--- src/rtl/pfd_offset_cal_sched_if.sv ---
// Purpose: bundles the calibration scheduler's control, ADC input and offset/status buses.
// Ports  : master drives start/abort/config and the ADC sample bus, and reads offsets/status;
//          slave is the scheduler side.
interface pfd_offset_cal_sched_if #(
    parameter int Nti    = 16,
    parameter int Nadc   = 8,
    parameter int Nrange = 4
);
    logic                      start;
    logic                      abort;
    logic [Nrange-1:0]         n_avg;
    logic [3:0]                n_pass;
    logic [7:0]                settle_cycles;
    logic                      flip_feedback;
    logic                      adc_valid;
    logic [Nti*Nadc-1:0]       adcout;
    logic [Nti*Nadc-1:0]       pfd_offset;
    logic                      cal_valid;
    logic                      busy;
    logic                      done;
    logic [$clog2(Nti)-1:0]    cur_slice;

    modport master (
        output start, abort, n_avg, n_pass, settle_cycles, flip_feedback, adc_valid, adcout,
        input  pfd_offset, cal_valid, busy, done, cur_slice
    );

    modport slave (
        input  start, abort, n_avg, n_pass, settle_cycles, flip_feedback, adc_valid, adcout,
        output pfd_offset, cal_valid, busy, done, cur_slice
    );
endinterface

--- src/rtl/pfd_offset_cal_sched.sv ---
// Purpose : sequences PFD offset calibration over all interleaved ADC slices, n_pass sweeps.
// Latency : per slice 1 + settle_cycles + (cycles to collect 2**n_avg valid samples) + 1.
// Backpressure: none; adc_valid low simply stalls accumulation, abort returns to IDLE next edge.
// Ports   : clk, rst (sync, active high); bus (slave) carries start/abort/config, the ADC
//           sample set, and the offset/status outputs.
module pfd_offset_cal_sched #(
    parameter int Nti    = 16,
    parameter int Nadc   = 8,
    parameter int Nrange = 4
) (
    input  logic                  clk,
    input  logic                  rst,
    pfd_offset_cal_sched_if.slave bus
);
    localparam int SW    = $clog2(Nti);
    localparam int CNT_W = 2**Nrange - 1;
    localparam int ACC_W = Nadc + CNT_W;
    localparam int OW    = Nadc + 1;
    localparam logic signed [OW-1:0] SAT_HI = OW'(2**(Nadc-1) - 1);
    localparam logic signed [OW-1:0] SAT_LO = OW'(-(2**(Nadc-1)));

    typedef enum logic [2:0] {S_IDLE, S_SETTLE, S_ACCUM, S_UPDATE, S_DONE} state_t;
    state_t state, state_nxt;

    logic [Nrange-1:0]        n_avg_l;
    logic [3:0]               n_pass_l;
    logic [7:0]               settle_l;
    logic                     flip_l;
    logic [7:0]               settle_cnt;
    logic [CNT_W-1:0]         smp_cnt;
    logic signed [ACC_W-1:0]  acc;
    logic [3:0]               pass_cnt;
    logic [SW-1:0]            cur;
    logic                     cal_valid_q;
    logic signed [Nadc-1:0]   off_q [Nti];

    logic                     start_go;
    logic [CNT_W-1:0]         smp_target;
    logic                     smp_last;
    logic                     slice_last;
    logic                     pass_last;
    logic signed [Nadc-1:0]   sample;
    logic signed [Nadc-1:0]   off_cur;
    logic signed [Nadc-1:0]   mean;
    logic signed [OW-1:0]     sum;
    logic signed [Nadc-1:0]   new_off;

    // abort outranks start, so a simultaneous pair never launches a run
    assign start_go   = bus.start && !bus.abort;
    // 2**n_avg - 1 as a right-shifted all-ones mask: index of the final sample
    assign smp_target = {CNT_W{1'b1}} >> (Nrange'(CNT_W) - n_avg_l);
    assign smp_last   = (smp_cnt == smp_target);
    assign slice_last = (cur == SW'(Nti - 1));
    assign pass_last  = ((pass_cnt + 4'd1) == n_pass_l);

    assign sample  = bus.adcout[cur*Nadc +: Nadc];
    assign off_cur = off_q[cur];
    // Mean of Nadc-bit samples always fits in Nadc bits, so truncation is exact
    assign mean    = Nadc'(acc >>> n_avg_l);
    // One extra bit holds any offset +/- mean; clamp back into the Nadc range
    assign sum     = flip_l ? (OW'(off_cur) + OW'(mean)) : (OW'(off_cur) - OW'(mean));
    assign new_off = (sum > SAT_HI) ? Nadc'(SAT_HI) :
                     (sum < SAT_LO) ? Nadc'(SAT_LO) : sum[Nadc-1:0];

    always_ff @(posedge clk) begin
        if (rst) state <= S_IDLE;
        else     state <= state_nxt;
    end

    always_comb begin
        state_nxt = state;
        if (bus.abort) begin
            state_nxt = S_IDLE;
        end else begin
            case (state)
                S_IDLE:   if (bus.start) state_nxt = S_SETTLE;
                S_SETTLE: if (settle_cnt == settle_l) state_nxt = S_ACCUM;
                S_ACCUM:  if (bus.adc_valid && smp_last) state_nxt = S_UPDATE;
                S_UPDATE: state_nxt = (slice_last && pass_last) ? S_DONE : S_SETTLE;
                S_DONE:   state_nxt = S_IDLE;
                default:  state_nxt = S_IDLE;
            endcase
        end
    end

    always_comb begin
        bus.busy      = (state != S_IDLE);
        bus.done      = (state == S_DONE);
        bus.cal_valid = cal_valid_q;
        bus.cur_slice = cur;
        bus.pfd_offset = '0;
        for (int k = 0; k < Nti; k++) bus.pfd_offset[k*Nadc +: Nadc] = off_q[k];
    end

    // Datapath freezes while abort is high; everything written so far is kept
    always_ff @(posedge clk) begin
        if (rst) begin
            n_avg_l     <= '0;
            n_pass_l    <= 4'd1;
            settle_l    <= '0;
            flip_l      <= 1'b0;
            settle_cnt  <= '0;
            smp_cnt     <= '0;
            acc         <= '0;
            pass_cnt    <= '0;
            cur         <= '0;
            cal_valid_q <= 1'b0;
            for (int k = 0; k < Nti; k++) off_q[k] <= '0;
        end else if (!bus.abort) begin
            case (state)
                S_IDLE: begin
                    if (start_go) begin
                        n_avg_l    <= bus.n_avg;
                        n_pass_l   <= (bus.n_pass == 4'd0) ? 4'd1 : bus.n_pass;
                        settle_l   <= bus.settle_cycles;
                        flip_l     <= bus.flip_feedback;
                        settle_cnt <= '0;
                        pass_cnt   <= '0;
                        cur        <= '0;
                    end
                end
                S_SETTLE: begin
                    acc        <= '0;
                    smp_cnt    <= '0;
                    settle_cnt <= settle_cnt + 8'd1;
                end
                S_ACCUM: begin
                    if (bus.adc_valid) begin
                        acc     <= acc + ACC_W'(sample);
                        smp_cnt <= smp_cnt + CNT_W'(1);
                    end
                end
                S_UPDATE: begin
                    off_q[cur] <= new_off;
                    settle_cnt <= '0;
                    if (slice_last) begin
                        cur         <= '0;
                        cal_valid_q <= 1'b1;
                        pass_cnt    <= pass_cnt + 4'd1;
                    end else begin
                        cur <= cur + SW'(1);
                    end
                end
                default: ;
            endcase
        end
    end
endmodule

--- src/flat_wrapper.sv ---
// flat-port wrapper written by rule: the top's interface ports become plain ports
module pfd_offset_cal_sched_flat 
#(
    parameter int Nti    = 16,
    parameter int Nadc   = 8,
    parameter int Nrange = 4
)
  (clk, rst, bus_start, bus_abort, bus_n_avg, bus_n_pass, bus_settle_cycles, bus_flip_feedback, bus_adc_valid, bus_adcout, bus_pfd_offset, bus_cal_valid, bus_busy, bus_done, bus_cur_slice);
  pfd_offset_cal_sched_if #(.Nti(Nti), .Nadc(Nadc), .Nrange(Nrange)) bus_i ();
  input  logic clk;
  input  logic rst;
  input wire logic [$bits(bus_i.start)-1:0] bus_start;
  input wire logic [$bits(bus_i.abort)-1:0] bus_abort;
  input wire logic [$bits(bus_i.n_avg)-1:0] bus_n_avg;
  input wire logic [$bits(bus_i.n_pass)-1:0] bus_n_pass;
  input wire logic [$bits(bus_i.settle_cycles)-1:0] bus_settle_cycles;
  input wire logic [$bits(bus_i.flip_feedback)-1:0] bus_flip_feedback;
  input wire logic [$bits(bus_i.adc_valid)-1:0] bus_adc_valid;
  input wire logic [$bits(bus_i.adcout)-1:0] bus_adcout;
  output wire logic [$bits(bus_i.pfd_offset)-1:0] bus_pfd_offset;
  output wire logic [$bits(bus_i.cal_valid)-1:0] bus_cal_valid;
  output wire logic [$bits(bus_i.busy)-1:0] bus_busy;
  output wire logic [$bits(bus_i.done)-1:0] bus_done;
  output wire logic [$bits(bus_i.cur_slice)-1:0] bus_cur_slice;
  assign bus_i.start = bus_start;
  assign bus_i.abort = bus_abort;
  assign bus_i.n_avg = bus_n_avg;
  assign bus_i.n_pass = bus_n_pass;
  assign bus_i.settle_cycles = bus_settle_cycles;
  assign bus_i.flip_feedback = bus_flip_feedback;
  assign bus_i.adc_valid = bus_adc_valid;
  assign bus_i.adcout = bus_adcout;
  assign bus_pfd_offset = bus_i.pfd_offset;
  assign bus_cal_valid = bus_i.cal_valid;
  assign bus_busy = bus_i.busy;
  assign bus_done = bus_i.done;
  assign bus_cur_slice = bus_i.cur_slice;
  pfd_offset_cal_sched #(.Nti(Nti), .Nadc(Nadc), .Nrange(Nrange)) u_core (.clk(clk), .rst(rst), .bus(bus_i));
endmodule
--- config.mk ---
export PLATFORM = sky130hd
export DESIGN_NAME = pfd_offset_cal_sched_flat
export DESIGN_NICKNAME = d
export VERILOG_FILES = /design/src/rtl/pfd_offset_cal_sched_if.sv /design/src/rtl/pfd_offset_cal_sched.sv /design/src/flat_wrapper.sv
export SDC_FILE = /design/constraint.sdc
export NUM_CORES = 1
export LEC_CHECK = 0
export BUFFER_PORTS_ARGS = -buffer_cell sky130_fd_sc_hd__buf_2
export CELL_PAD_IN_SITES_DETAIL_PLACEMENT = 1
export CELL_PAD_IN_SITES_GLOBAL_PLACEMENT = 2
export CORE_MARGIN = 2
export CORE_UTILIZATION = 32
export DETAILED_ROUTE_END_ITERATION = 10
export PLACE_DENSITY = 0.76
export SLEW_MARGIN = 20
export SYNTH_ARGS = -nofsm -noshare
export SYNTH_HDL_FRONTEND = slang
export SYNTH_SLANG_ARGS = --single-unit
export TNS_END_PERCENT = 100
--- constraint.sdc ---
create_clock -name clk -period 5.07 [get_ports clk]
set_clock_uncertainty 0.15 [all_clocks]
set_input_delay 1.014 -clock clk [delete_from_list [all_inputs] [get_ports clk]]
set_output_delay 1.014 -clock clk [all_outputs]
set_load 0.02 [all_outputs]
==> run metrics, run 1 <==
Final Setup Violations 0; clk_lat worst skew 550 ps; Area Growth Syn to Fin 24.2%; relative max-transition margin 32.8%; largest net degree at the start of global routing 80; buffers added on ports 284; Crit Path Max Fanout 10; Post-Synth Simple-Gate Area between 10% and 20%; DRT iter0 DRCs 531; flops & latches, synth 207; Worst IR Drop VDD 0.000217 V; Antenna diodes 0; vias in the first global route about 11000; Yosys top cell area share between 30% and 40%; Syn Inst Count 1092; power per standard cell area around 290 nW/um^2; Place WS 6.76 ps; most area-consuming cells after synthesis edfxtp_1 31%, mux4_2 19%, dfxtp_1 13%; vias per inst 5.32; Required @ worst endpoint 5190 ps; worst setup margin 198 ps; Die X 202 um; initial antenna violation count 3; drt drc 0; TritonCTS clock tree done; # fillers 4330; Final Hold Fails 0; vias 10200; proportion of layout cells with a drive suffix above 1 41.4%; # clock sinks 207; Crit-path slowest cell mux4_2; Die H 202 um; remaining global-route overflow 0; P_sw 1290 uW; Worst Hold Class reg2reg; Mean Syn Cell Area 11.5 um^2; clk buf depth 3; Ports 285; WS Path Type reg2reg; CP peak stage delay 510 ps; CTS hold repair buffers 0; period utilization roughly 96%; clock share of power 38.9%; Startpoint Class register; fmax 205 MHz; WL/cell around 22 um; Distinct cells, synth 60; clock-pin slew on the worst setup and hold paths roughly 60 ps; sequential area share after synthesis 43.2%; Yosys warnings 0; Worst-Margin Slew 1000 ps; Synth Area in Adders 4.73%; Commonest cells post-synth 132 x nor2_1, 128 x edfxtp_1, 106 x mux4_2, 79 x dfxtp_1, 70 x nor2_2; outcome complete, no violations; CP Buf/Inv Count 3; Comb pwr share 19.0%; Post-synth EDFFs between 100 and 150; Cells after DPL 1857; ANT nets after route 0; GPL Wtd Cong 0.852; number of max-cap violations 0; Worst path top cell family by delay multiplexers; CP endpoint kind register; async set-reset flop share out of synthesis 0%; internal cell power around 3200 uW; Detail Placement HPWL 33.1 mm; Synth Area in Compound Gates 7.50%; core area slightly below 40000 um^2; Fin Hold WS 319 ps; total wire length 42.7 mm; Primary FF master, synth edfxtp_1; drt first pass iters 5; Final Util 40.3%; Syn Std Cell Area around 13000 um^2; Core Rows 72; post-synthesis xor/xnor area fraction 5.16%; switching share of total power approximately 29%; Crit path arrival time 5000 ps; NumNets Final between 1500 and 2000; largest family of logic cells by synthesized area multiplexers; die area about 40000 um^2; pins over their slew limit 0; most used cell, CP mux4_2; Final min period 4870 ps; post-synth top area cell edfxtp_1; Clock Tree Root clkbuf_16; syn_nets 1282; post-synthesis mux area share 20.1%; Critical Path, Cell by Cell buf_12, mux4_2, mux4_2, inv_1, ha_1, mux2_2, fa_2, a21o_1, a21oi_2, o211ai_1, o31ai_2, xnor2_2, xnor2_4, maj3_2, clkbuf_16, nor2_2; first-pass GRT wire length between 60 and 70 mm; htree depth 1; leakage ~0.006 uW; total CTS buffers 25; Initial Util ~32%; Non-Filler Instances approximately 1900; Seq pwr share 42.1%; count leader, synth nor2_1; All-Layer GR Usage 20.5%
## final timing paths
| check | from | end | slack, ps | cells past startpoint |
|---|---|---|---|---|
| min | u_core.settle_l[0]$_SDFFE_PP0P_ | u_core.settle_l[0]$_SDFFE_PP0P_ | 320 | 2 |
| min reg2reg | u_core.settle_l[0]$_SDFFE_PP0P_ | u_core.settle_l[0]$_SDFFE_PP0P_ | 320 | 2 |
| max | u_core.n_avg_l[0]$_SDFFE_PP0P_ | u_core.off_q[0][5]$_SDFFCE_PN0P_ | 200 | 16 |
| max reg2reg | u_core.n_avg_l[0]$_SDFFE_PP0P_ | u_core.off_q[0][5]$_SDFFCE_PN0P_ | 200 | 16 |
## kinds of logic (layout without fill, tap and decap cells)
group	count (synthesis)	in the layout
buffers and inverters	90	393
DFF	207	207
AOI/OAI and AO/OA	148	148
xor gates and xnor gates	71	71
and+or+nand+nor	410	410
adders and majority gates	47	47
muxes	119	119
## flip-flops by register name, summed over array words and instances (netlist names), named ones only
signal	cells
u_core.n_pass_l	4
u_core.off_q	128
u_core.bus.cal_valid	1
u_core.smp_cnt	15
u_core.settle_cnt	8
u_core.bus.cur_slice	4
u_core.n_avg_l	4
u_core.acc	23
u_core.pass_cnt	4
u_core.settle_l	8
u_core.state	3
u_core.flip_l	1
## through the flow
stage | power, uW | setup TNS, ps | area [um^2]
floorplan | 2430 | 0 | 12600
global placement | 2710 | 0 | 14700
detailed placement | 2730 | 0 | 14700
CTS | 4490 | -50.4 | 15500
global route | 4650 | -585 | 15600
finish | 4480 | 0 | 15600
## layout by cell type (no fill, tap or decap), types with 22 or more instances in the layout
cell type  count
nor2_2        70
edfxtp_1     128
xor2_1        40
mux4_2       106
nor2_1       132
buf_4         40
nand2_1       68
dfxtp_1       75
xnor2_1       29
nor3_1        25
clkbuf_16     26
buf_2        284
a22oi_1       22
a21oi_1       49
nand3_1       34
ha_1          38
## per-layer routing
metal,up-vias,global-route usage [%],wire [um]
li1,4663,-,-
met1,5056,24.7,16900
met2,396,37.0,21800
met3,63,3.98,2850
met4,2,6.31,1150
met5,-,0,13
## repair_timing
item                                   4_1_cts  5_1_grt
pin swaps                                    0        9
gates cloned                                 0        1
setup endpoints to repair                    3      114
gates resized for setup                      0       13
endpoints found under the hold margin        0        0
setup buffers                                0        9
## cell type report
type	instances	area [um^2]	area share [%]
clock inverter	8	62.6	0.401
sequential	207	5430	34.8
inverter	14	52.6	0.337
clock buffer	38	734	4.71
tap	518	648	4.15
timing repair buffer	333	1890	12.1
multi-input combinational	795	6780	43.5
## power groups by stage
stage	registers, uW	clock network [uW]	logic, uW
floorplan	1950	0	483
global placement	1920	0	794
detailed placement	1920	0	811
CTS	1890	1790	813
global route	1890	1840	910
finish	1890	1750	852
## worst register-to-register path, delay by kind of cell (launching register included)
kind / cells / cell delay, ps
buf+inv: 3 / 440
xor+xnor: 2 / 500
simple gates: 1 / 30
fa+ha+maj: 3 / 1030
mux: 3 / 1320
compound gates: 4 / 780
flops: 1 / 350
Power figures use the tool's default switching activity.
==> inputs of run 2 (changes only) <==
- CELL_PAD_IN_SITES_DETAIL_PLACEMENT: 1 -> default
- CELL_PAD_IN_SITES_GLOBAL_PLACEMENT: 2 -> default
- CORE_UTILIZATION: 32 -> 50
- PLACE_DENSITY: 0.76 -> 0.77
==> run metrics, run 2 (synthesized netlist as in run 1, its figures left out) <==
Seq pwr share roughly two fifths; vias in the first global route 10100; total wire length 36.9 mm; Ports 285; Detail Placement HPWL 28.1 mm; biggest regs u_core.off_q (128), u_core.acc (23), u_core.smp_cnt (15); Final min period 4890 ps; Worst-Margin Slew between 1000 and 1500 ps; core area 24900 um^2; Largest Register u_core.off_q; htree depth 1; period utilization 96.5%; most used cell, CP mux4_2; internal cell power around 3300 uW; largest net degree at the start of global routing 80; clk_lat worst skew 520 ps; most common cell after layout, fill and taps aside buf_2; Crit-path slowest cell mux4_2; RSZ-0062 raised after global routing false; Comb pwr share 19.0%; Final Setup Violations 0; leakage 0.00599 uW; switching share of total power 26.8%; Required @ worst endpoint 5160 ps; Crit Path Max Fanout 10; Initial Util 50.5%; fmax 204 MHz; DRT iter0 DRCs 850; proportion of layout cells with a drive suffix above 1 40.9%; Final Hold Fails 0; Die H around 160 um; Clock Tree Root clkbuf_16; TritonCTS clock tree done; most frequent cells in the layout 284 x buf_2, 132 x nor2_1, 128 x edfxtp_1; power per standard cell area between 200 and 300 nW/um^2; Die X roughly 160 um; total CTS buffers 22; outcome complete, no violations; pins over their slew limit 0; Crit path arrival time 4980 ps; worst setup margin 179 ps; WS Path Type reg2reg; Critical Path Source u_core.n_avg_l[0]$_SDFFE_PP0P_; # fillers 1941; clk buf depth 3; drt drc 0; Critical Path, Cell by Cell buf_12, mux4_2, mux4_2, inv_1, ha_1, mux2_2, fa_2, a21o_1, a21oi_2, o211ai_1, o31ai_2, xnor2_2, xnor2_4, maj3_2, buf_4, nor2_1; drt first pass iters 5; buffers added on ports 284; Place WS 13.9 ps; initial antenna violation count 1; Area Growth Syn to Fin 22.2%; relative max-transition margin 28.6%; Worst IR Drop VDD 0.000256 V; ANT nets after route 0; Startpoint Class register; number of max-cap violations 0; die area 26400 um^2; reg2reg setup slack 180 ps; Setup TNS 0 ps; clock-pin slew on the worst setup and hold paths 60 ps; NumNets Final 1563; P_sw 1200 uW; Hold Startpoint u_core.settle_l[2]$_SDFFE_PP0P_; WL/cell 21.5 um; clock share of power 39.1%; CTS hold repair buffers 0; GPL Wtd Cong 0.936; max reg flops 128; vias per inst 6.02; All-Layer GR Usage 27.5%; Reg-to-Reg Start u_core.n_avg_l[0]$_SDFFE_PP0P_; vias 10300; remaining global-route overflow 0; # clock sinks 207; Core Rows 58; Worst Hold Class reg2reg; CP endpoint kind register; first-pass GRT wire length 55.5 mm; CP peak stage delay 530 ps
run 2: changes by cell type in the layout (fill, tap and decap cells not counted), sizes merged:
cell      change
clkbuf        -9
bufinv        +5
diode         +2
inv           -2
clkinvlp      -1
run 2: cell type report:
class / count / area, um^2 / share of cell area (%)
diodes: 2 / 5.00 / 0.0326
clock buffers: 29 / 607 / 3.95
clock inverters: 10 / 184 / 1.20
inverters: 14 / 52.6 / 0.342
multi-input cells: 795 / 6760 / 44.0
flip-flops and latches: 207 / 5430 / 35.4
well taps: 330 / 413 / 2.69
repair buffers: 333 / 1900 / 12.4
run 2: per-stage QoR:
step / hold WS (ps) / instances / area, um^2 / power (uW) / utilization (%)
finish: 317 / 1720 / 15400 / 4500 / 61.7
global placement: 311 / 1673 / 14500 / 2720 / 58.2
detailed placement: 312 / 1673 / 14500 / 2740 / 58.2
floorplan: 298 / 1092 / 12600 / 2430 / -
global route: 335 / 1718 / 15400 / 4630 / 61.7
CTS: 320 / 1712 / 15300 / 4480 / 61.4
run 2: critical path, delay by kind of cell (launching register included):
family                   cells  cell delay, ps
multiplexers                 3            1350
adder cells (fa/ha/maj)      3             900
AO/OA/AOI/OAI                4             870
XOR/XNOR                     2             480
buffers and inverters        3             430
flip-flops                   1             390
AND/OR/NAND/NOR              1              50
run 2: per-layer routing:
| layer | GRT usage (%) | up-vias | share of wire (%) |
|---|---|---|---|
| met4 | 13.6 | 0 | 5.0 |
| met5 | 0 | - | 0 |
| met2 | 48.9 | 582 | 51 |
| li1 | - | 4652 | - |
| met1 | 33.0 | 5012 | 36 |
| met3 | 3.31 | 100 | 7.8 |
run 2: worst paths after layout:
kind                                                    endpoint  cells past startpoint
worst max-delay path            u_core.off_q[9][3]$_SDFFCE_PN0P_                     16
worst max register to register  u_core.off_q[9][3]$_SDFFCE_PN0P_                     16
worst min-delay path             u_core.settle_l[2]$_SDFFE_PP0P_                      2
worst min register to register   u_core.settle_l[2]$_SDFFE_PP0P_                      2
run 2: timing repair:
item                       in CTS  in global routing
pin swaps                       2                  9
resized for setup               0                  6
setup endpoints to repair      12                 94
cloned                          0                  1
buffers inserted                0                  5
run 2: power groups by stage:
| stage | Sequential [uW] | Combinational, uW | Clock (uW) |
|---|---|---|---|
| finish | 1890 | 855 | 1760 |
| global route | 1890 | 898 | 1840 |
| CTS | 1890 | 823 | 1770 |
| detailed placement | 1920 | 821 | 0 |
| global placement | 1920 | 802 | 0 |
| floorplan | 1950 | 483 | 0 |
==> inputs of run 3 (changes only) <==
- PLACE_DENSITY: 0.77 -> 0.74
- clock period: 5.07 -> 4.6 ns (I/O delays scaled with it)
==> run metrics, run 3 (synthesized netlist as in run 1, its figures left out) <==
outcome complete, but fails checks; violated checks negative setup slack; total CTS buffers 21; Worst Hold Class reg2reg; All-Layer GR Usage 27.5%; Crit path arrival time 4730 ps; NumNets Final 1602; leakage approximately 0.0062 uW; Final Setup Violations 69; drt drc 0; reg2reg setup slack -50 ps; initial antenna violation count 0; Initial Util 50.5%; relative max-transition margin 36.1%; Worst path top cell family by delay multiplexers; reg2reg end u_core.off_q[10][4]$_SDFFCE_PN0P_; vias per inst 6.01; # clock sinks 207; Area Growth Syn to Fin 28.1%; Reg-to-Reg Start u_core.n_avg_l[0]$_SDFFE_PP0P_; worst setup path endpoint u_core.off_q[10][4]$_SDFFCE_PN0P_; total wire length between 30 and 40 mm; TritonCTS clock tree done; clk buf depth 3; Antenna diodes 0; Non-Filler Instances 1757; clk_lat worst skew roughly 510 ps; fmax 215 MHz; period utilization 101%; htree depth 1; vias about 11000; DRT iter0 DRCs 929; largest net degree at the start of global routing between 40 and 50; vias in the first global route 10200; Power Total 4900 uW; worst setup margin -51.9 ps; Detail Placement HPWL 28.7 mm; RSZ-0062 raised after global routing true; drt first pass iters 5; Largest Register u_core.off_q; power per standard cell area a little over 300 nW/um^2; biggest regs u_core.off_q (128), u_core.acc (23), u_core.smp_cnt (15); most frequent cells in the layout 284 x buf_2, 128 x edfxtp_1, 106 x mux4_2; WL/cell 21.6 um; Crit Path Max Fanout 8; Ports 285; proportion of layout cells with a drive suffix above 1 45.1%; remaining global-route overflow 0; buffers added on ports 284; Clock Tree Root clkbuf_16; clock-pin slew on the worst setup and hold paths about 60 ps; Final min period approximately 4700 ps; CP peak stage delay 520 ps; Cells after DPL between 1500 and 2000; CP Depth 17; max reg flops 128; Core Rows 58; Critical Path Source u_core.n_avg_l[0]$_SDFFE_PP0P_; Die H 163 um; most common cell after layout, fill and taps aside buf_2; Worst IR Drop VDD 0.000284 V; first-pass GRT wire length approximately 56 mm; CP Buf/Inv Count 4; Critical Path, Cell by Cell buf_12, mux4_2, mux4_2, inv_2, ha_4, mux2_4, fa_2, a21o_1, a21oi_2, o211ai_1, o31ai_2, xnor2_2, xnor2_4, buf_6, maj3_2, buf_12, nor2_1; die area 26400 um^2; core area 24900 um^2; WS Path Type reg2reg; Required @ worst endpoint approximately 4700 ps; cells on worst reg2reg path 17; Worst-Margin Slew ~960 ps; CP endpoint kind register; GPL Wtd Cong roughly 0.9; number of max-cap violations 0; Die X 163 um; pins over their slew limit 0; Final Hold Fails 0; CTS hold repair buffers 0; Startpoint Class register; ANT nets after route 0; hold depth 2; Place WS -189 ps; Crit-path slowest cell mux4_2
run 3: changes by cell type in the layout (fill, tap and decap cells not counted), moves of 3 or more:
cell       before  now
nor2_4          0   62
nor2_2         70   36
nor2_1        132  104
buf_4          39   62
buf_12          7   17
buf_6           2    9
bufinv_16       5    1
clkbuf_1        4    7
run 3: how the worst min path moves through the flow:
stage	from	to	slack [ps]
after global routing	u_core.settle_l[5]$_SDFFE_PP0P_	u_core.settle_l[5]$_SDFFE_PP0P_	350
final	u_core.bus.cal_valid$_SDFFE_PP0P_	u_core.bus.cal_valid$_SDFFE_PP0P_	320
after detailed placement	u_core.settle_l[3]$_SDFFE_PP0P_	u_core.settle_l[3]$_SDFFE_PP0P_	320
after global placement	u_core.bus.cal_valid$_SDFFE_PP0P_	u_core.bus.cal_valid$_SDFFE_PP0P_	310
after CTS	u_core.settle_l[3]$_SDFFE_PP0P_	u_core.settle_l[3]$_SDFFE_PP0P_	330
after floorplan	u_core.n_pass_l[2]$_SDFFE_PP0P_	u_core.n_pass_l[2]$_SDFFE_PP0P_	300
run 3: cell type report:
type	instances	area, um^2
Fill cell	1867	8790
Multi-Input combinational cell	795	7190
Sequential cell	207	5440
Timing Repair Buffer	373	2350
Clock buffer	31	587
Tap cell	330	413
Clock inverter	7	63.8
Inverter	14	52.6
run 3: routing by layer:
| layer | up-vias | routed length, um | global-route usage [%] | part of all wire [%] |
|---|---|---|---|---|
| met5 | - | 0 | 0 | 0 |
| met4 | 0 | 1410 | 9.53 | 3.7 |
| met3 | 91 | 2740 | 3.59 | 7.2 |
| met2 | 584 | 20000 | 50.5 | 53 |
| met1 | 5155 | 13800 | 33.4 | 36 |
| li1 | 4738 | - | - | - |
run 3: worst min-delay path, stage by stage, from the launching register on:
cell and delay, ps:
dfxtp_1 310, inv_1 40, o21ai_0 70
run 3: repair_timing:
action | in CTS | in global routing
setup endpoints to repair | 115 | 129
pin swaps | 4 | 10
hold endpoints to repair | 0 | 0
cloned | 0 | 1
resized for setup | 4 | 115
setup buffers | 4 | 8
run 3: where the power goes:
part / switching, uW / internal, uW / leakage, uW
combinational: 661 / 503 / 0.00396
clock: 712 / 942 / 0.000316
sequential: 54.9 / 2020 / 0.00192
total: 1430 / 3470 / 0.00620
run 3: through the flow:
step,util [%],setup TNS [ps],hold WS [ps],instance area (um^2)
5_1_grt,64.7,-12820,349,16100
2_1_floorplan,-,-9660,298,12600
3_3_place_gp,59.6,-2970,308,14800
6_report,64.7,-1120,320,16100
3_5_place_dp,59.6,-14960,318,14800
4_1_cts,62.4,0,328,15500
